===== src/rtl/display_arbiter.sv =====
// Two-source display arbiter for a four-digit driver: source A owns the display
// by default, source B gets it on request for a minimum hold, then a guard gap.
module display_arbiter #(
  parameter int unsigned HOLD_TICKS  = 8,
  parameter int unsigned GUARD_TICKS = 4,
  parameter int unsigned BLINK_DIV   = 4
) (
  input  logic        display_clk,
  input  logic        i_rst,
  input  logic [15:0] a_digits,
  input  logic [3:0]  a_blink,
  input  logic        b_req,
  input  logic [15:0] b_digits,
  output logic        b_gnt,
  output logic [3:0]  dig1,
  output logic [3:0]  dig2,
  output logic [3:0]  dig3,
  output logic [3:0]  dig4,
  output logic        owner
);

  typedef enum logic [1:0] {
    SHOW_A = 2'd0,
    SHOW_B = 2'd1,
    GUARD  = 2'd2
  } state_t;

  localparam logic [7:0] HOLD_LAST  = 8'(HOLD_TICKS - 1);
  localparam logic [7:0] GUARD_LAST = 8'(GUARD_TICKS - 1);
  localparam logic [7:0] BLINK_LAST = 8'(BLINK_DIV - 1);

  state_t      state;
  logic [7:0]  hold_cnt;
  logic [7:0]  guard_cnt;
  logic [7:0]  blink_cnt;
  logic        blink_phase;
  logic [15:0] b_latch;
  logic [15:0] a_shown;

  // NOTE: a_shown gets its full default before the per-digit overrides, so no
  // path leaves it unassigned and no latch is inferred.
  always_comb begin
    a_shown = a_digits;
    for (int n = 0; n < 4; n++) begin
      if (a_blink[n] && blink_phase) a_shown[4*n +: 4] = 4'hF;
    end
  end

  // NOTE: every register below is updated with <= so all of them sample the
  // pre-edge values of each other, which is what makes the outputs registered.
  always_ff @(posedge display_clk) begin
    if (i_rst) begin
      state                    <= SHOW_A;
      hold_cnt                 <= '0;
      guard_cnt                <= '0;
      blink_cnt                <= '0;
      blink_phase              <= 1'b0;
      b_latch                  <= 16'hFFFF;
      b_gnt                    <= 1'b0;
      owner                    <= 1'b0;
      {dig4, dig3, dig2, dig1} <= 16'hFFFF;
    end else begin
      if (blink_cnt == BLINK_LAST) begin
        blink_cnt   <= '0;
        blink_phase <= ~blink_phase;
      end else begin
        blink_cnt <= blink_cnt + 8'd1;
      end

      case (state)
        SHOW_A: begin
          if (b_req) begin
            state                    <= SHOW_B;
            hold_cnt                 <= '0;
            b_gnt                    <= 1'b1;
            owner                    <= 1'b1;
            b_latch                  <= b_digits;
            {dig4, dig3, dig2, dig1} <= b_digits;
          end else begin
            {dig4, dig3, dig2, dig1} <= a_shown;
          end
        end

        SHOW_B: begin
          if (hold_cnt != HOLD_LAST) hold_cnt <= hold_cnt + 8'd1;
          // B only lets go once the minimum hold has elapsed and it stops asking.
          if (!b_req && (hold_cnt == HOLD_LAST)) begin
            state                    <= GUARD;
            guard_cnt                <= '0;
            b_gnt                    <= 1'b0;
            owner                    <= 1'b0;
            {dig4, dig3, dig2, dig1} <= a_shown;
          end else if (b_req) begin
            b_latch                  <= b_digits;
            {dig4, dig3, dig2, dig1} <= b_digits;
          end else begin
            {dig4, dig3, dig2, dig1} <= b_latch;
          end
        end

        GUARD: begin
          {dig4, dig3, dig2, dig1} <= a_shown;
          if (guard_cnt == GUARD_LAST) begin
            state <= SHOW_A;
          end else begin
            guard_cnt <= guard_cnt + 8'd1;
          end
        end

        default: begin
          state                    <= SHOW_A;
          b_gnt                    <= 1'b0;
          owner                    <= 1'b0;
          {dig4, dig3, dig2, dig1} <= 16'hFFFF;
        end
      endcase
    end
  end

endmodule


===== config.mk =====
export PLATFORM = sky130hd
export DESIGN_NAME = display_arbiter
export DESIGN_NICKNAME = d
export VERILOG_FILES = /design/src/rtl/display_arbiter.sv
export SDC_FILE = /design/constraint.sdc
export NUM_CORES = 1
export LEC_CHECK = 0
export ABC_AREA = 0
export BUFFER_PORTS_ARGS = -buffer_cell sky130_fd_sc_hd__buf_2
export CAP_MARGIN = 40
export CORE_MARGIN = 2
export CORE_UTILIZATION = 53
export CTS_CLUSTER_DIAMETER = 200
export DETAILED_ROUTE_END_ITERATION = 7
export PLACE_DENSITY = 0.82
export SETUP_SLACK_MARGIN = 0.4
export SLEW_MARGIN = 25
export SYNTH_ARGS = -nofsm -noshare
export SYNTH_HDL_FRONTEND = slang
export SYNTH_SLANG_ARGS = --single-unit

===== constraint.sdc =====
create_clock -name display_clk -period 2.4 [get_ports display_clk]
set_input_delay 0.12 -clock display_clk [delete_from_list [all_inputs] [get_ports display_clk]]
set_output_delay 0.12 -clock display_clk [all_outputs]
set_load 0.02 [all_outputs]

# Word level (Yosys, flattened, before mapping)
# Index checks and enable logic that the tools add are counted.
# W data, S select, Z words.
[word_totals]
reg_bits = 60
input_bits = 39
output_inout_bits = 18
word_cells = 79
[op_classes]
addsub = 3
n_eq_ne = 12
mux = 36
bitwise = 2
reduce_logical = 15
[op_table]
columns = ["op", "n"]
rows = [
  ["$mux W4", 16],
  ["$pmux W4 S3", 4],
  ["$mux W16", 2],
  ["$mux W8", 4],
  ["$pmux W16 S2", 1],
  ["$pmux W8 S2", 2],
  ["$add A8 B1 Y8 const B", 3],
  ["$eq A8 B2 Y1 const B", 2],
  ["$ne A2 B2 Y1 const B", 6],
  ["$reduce_and A3 Y1", 4],
  ["$eq A8 B3 Y1 const B", 1],
  ["$ne A8 B3 Y1 const B", 1],
  ["$mux W2", 3],
  ["$pmux W2 S3", 1],
  ["$logic_and A1 B1 Y1", 5],
  ["$reduce_bool A2 Y1", 2],
  ["$pmux W1 S3", 1],
  ["$eq A2 B1 Y1 const B", 1],
  ["$eq A2 B2 Y1 const B", 1],
  ["$logic_not A2 Y1", 1],
  ["$mux W1", 2],
  ["$not A1 Y1", 2],
  ["$reduce_and A2 Y1", 1],
  ["$reduce_or A2 Y1", 1],
  ["$logic_not A1 Y1", 1],
]

# Logic depth before layout (Yosys ltp)
[depth]
depth_word = 4
depth_mapped = 6
depth_no_buf = 5

# Least setup slack after synthesis
# OpenSTA, ideal clock, no wires.
[synth_path]
path_kind = "register to register"
start = "register hold_cnt[0]"
end = "register hold_cnt[7]"
setup_time_ps = 70
arrival_time_ps = 1687
t_required_ps = 2330
path_slack_ps = 643
path_stages_with_launch = 6
synth_period_minus_slack_ps = 1757
path_cell_list = "dfxtp_1 ha_1 and4bb_4 a211o_1 or4_1 a21oi_1"
[synth_via]
elab_chain_cells = 3
[synth_lines]
columns = ["element", "line", "text"]
rows = [
  ["start, declared", "33", "logic [7:0] hold_cnt;"],
  ["start signal, assigned", "85", "if (hold_cnt != HOLD_LAST) hold_cnt <= hold_cnt + 8'd1;"],
  ["$add A8 B1 Y8 / $ne A8 B3 Y1 (equally long branches)", "85", ""],
  ["$mux W8 / $ne A2 B2 Y1 (equally long branches)", "n/a", ""],
  ["$pmux W8 S2 / $reduce_and A3 Y1 (equally long branches)", "n/a", ""],
]
# Parallel ways exist; a longest one is shown, timed or not. The select of a mux whose other input is x is not followed.
# A chain may end at the register's enable or synchronous reset.

# Worst setup path in the final report
# Same ends and word-level chain as after synthesis.

==> flow_summary.json <==
{
  "status": "finished clean",
  "start_util_pct": 54.65,
  "synth.distinct_cells": 45,
  "num-nets-final": 412,
  "pre_cts_ws_ps": 543.7,
  "final_cell_mix": "60 x nand2_1, 60 x dfxtp_1, 56 x buf_2",
  "power_density_mw_per_mm2": 720.1,
  "setup_slack_ps": 549.3,
  "root_buffer": "clkbuf_8",
  "wl_mm": 6.350,
  "yosysWarnings": 0,
  "min_path_type": "primary input to flop",
  "path_max_fanout": 6,
  "grt_overflow_total": 0,
  "synth.top_cell.area_share_pct": 46.53,
  "viasPerCell": 5.629,
  "path_clk_slew_ps": 60,
  "seqPwrFrac_pct": 46.5,
  "p_sw_uw": 569.9,
  "p_leak_nw": 1.314,
  "die_w_microns": 73.79,
  "cts_buffers": 9,
  "timing.hold.ws_ps": 25.47,
  "clkPwrFrac_pct": 42.5,
  "netSwitchingFraction_pct": 24.41,
  "diodes": 0,
  "design.die.area_sq_mm": 0.005444,
  "grt_pass1_vias": 2288,
  "worstPathCellList": "ha_1, and4bb_4, a211o_1, or4_1, a21oi_1",
  "antenna_found_initial": 0,
  "hold_viol": 0,
  "rsz0062_at_grt": "false",
  "syn2layout_area_growth_pct": 25.59,
  "synthArstFlopShare_pct": 0,
  "postSynthAreaPerCell_sq_um": 8.491,
  "vias": 2488,
  "synth_cells": 304,
  "cts_sinks": 60,
  "cts_buffer_depth": 2,
  "maxSlewViolCount": 0,
  "grt_pass1_wl_mm": 10.23,
  "p_int_mw": 1.764,
  "min_period_ps": 1851,
  "htreeDepth": 3,
  "multi_input_area_sq_mm": 0.001306,
  "wl_per_cell_microns": 14.37,
  "cp-start-kind": "flop",
  "nFillCells": 364,
  "peakVddDrop_v": 0.0005400,
  "cp.required_ps": 2670,
  "clk_latency_ps": 340,
  "finalClockSkew_ps": 5.971,
  "grt_max_degree": 22,
  "fin_crit_sh_pct": 77.11,
  "yosys.area.top_type": "dfxtp_1",
  "ys_seq_area_share_pct": 46.53,
  "drv_cap": 0,
  "synth_nets": 346,
  "tightest_slew_ps": 755.1,
  "ff_latch_area_sq_mm": 0.001201,
  "die_h_microns": 73.79,
  "slowest_delay_ps": 510,
  "io_buffers": 56,
  "drt_iter0_drc": 157,
  "io_pins": 57,
  "slew_headroom_pct": 49.43,
  "final.setup.tns_ps": 0,
  "setup_violations": 0,
  "coreArea_sq_mm": 0.004723,
  "ys_seq_elements": 60,
  "layout-drive-gt1-share_pct": 21.33,
  "gp_congestion": 0.8071,
  "cp-end-kind": "flop",
  "num_rows": 25,
  "synth_edf_count": 0,
  "dr.pass1.iters": 4,
  "ant_nets": 0,
  "fmax_mhz": 540.3,
  "syn_area_sq_mm": 0.002581,
  "crit_arrival_ps": 2120,
  "synthFlopType": "dfxtp_1",
  "dp_hpwl_mm": 4.144,
  "power.share.combinational_pct": 11.0,
  "drc": 0,
  "cts_tree": "done",
  "synth.area.top_cells": "dfxtp_1 47%, nand2_1 8.9%, a21oi_1 8.1%",
  "critical_path_class": "flop to flop",
  "grt_usage_pct": 24.73,
  "cpMaxStageDelayCell": "or4_1"
}
[sequential cells by signal, indices dropped and copies added, names as in the netlist]
register and count:
b_latch 16, blink_cnt 8, blink_phase 1, dig1 4
dig2 4, dig3 4, dig4 4, guard_cnt 8
hold_cnt 8, owner 1, state 2
[through the flow]
stage                     power (mW)  area (sq um)  cells  utilization (%)
after floorplan                1.251          2581    304                -
after global placement         1.338          2900    414            61.40
after detailed placement       1.343          2903    414            61.46
after CTS                      2.351          3239    442            68.58
after global routing           2.442          3242    442            68.64
final                          2.334          3242    442            68.64
[cell usage after synthesis (2+ instances only)]
library cell  instances
or4_1                 3
inv_1                 2
and2_1                3
o2111ai_1            16
mux2i_1               4
nor2b_1               3
nand2_1              61
a21boi_1              2
xor2_1                8
nand3_1              16
o21ai_1               3
nor2_1               15
nand2b_1              5
o21ai_0               4
clkbuf_1             11
buf_2                 3
dfxtp_1              60
a2111o_1              2
nand4_1               3
and3_1                4
a21oi_1              42
a31oi_1               3
or3_1                 3
ha_1                  3
nor4b_1               2
o31ai_1               4
[layer usage]
layer | up-vias | global-route usage (%) | wire length (microns)
li1 | 1225 | - | -
met1 | 1176 | 30.66 | 2748
met2 | 75 | 39.09 | 3197
met3 | 12 | 8.642 | 277
met4 | 0 | 10.10 | 127
met5 | - | 0 | 0
[power groups by stage]
stage / Combinational [mW] / Clock [mW] / Sequential (mW)
global placement: 0.233 / 0 / 1.10
detailed placement: 0.238 / 0 / 1.11
finish: 0.257 / 0.992 / 1.09
floorplan: 0.126 / 0 / 1.12
CTS: 0.254 / 1.01 / 1.08
global route: 0.285 / 1.07 / 1.09
[final timing paths]
check	cells after the start	endpoint	slack, ps	start
min reg2reg	2	dig4[1]	470	b_latch[13]
max	5	hold_cnt[7]	550	hold_cnt[0]
max reg2reg	5	hold_cnt[7]	550	hold_cnt[0]
min	3	b_latch[11]	30	b_digits[11]
[cells by family (layout without fill, tap and decap cells)]
logic type,after synthesis,in the layout,share of synthesized area (%)
simple gates,125,125,23.32
compound gates,84,84,21.04
flops,60,60,46.53
buf+inv,19,90,3.054
xor+xnor,9,9,3.054
mux,4,4,1.551
fa+ha+maj,3,3,1.454
[final cells by class]
type                       instances  area share, %
clock buffer                      11          4.361
clock inverter                     5          2.316
inverter                           3         0.3474
multi-input combinational        225          40.29
sequential                        60          37.05
tap                               67          2.586
timing repair buffer              71          13.05
[critical path: cells and delay by family, from the launching register on]
| family | cells | cell delay (ps) |
|---|---|---|
| adder cells (fa/ha/maj) | 1 | 250 |
| AO/OA/AOI/OAI | 2 | 450 |
| flip-flops | 1 | 330 |
| AND/OR/NAND/NOR | 2 | 750 |
[repair_timing]
item	in CTS	in global routing
endpoints found under the setup margin	0	16
setup buffers	0	0
gates resized for setup	0	1
endpoints found under the hold margin	12	0
hold buffers	12	0
(Power assumes the default switching activity.)
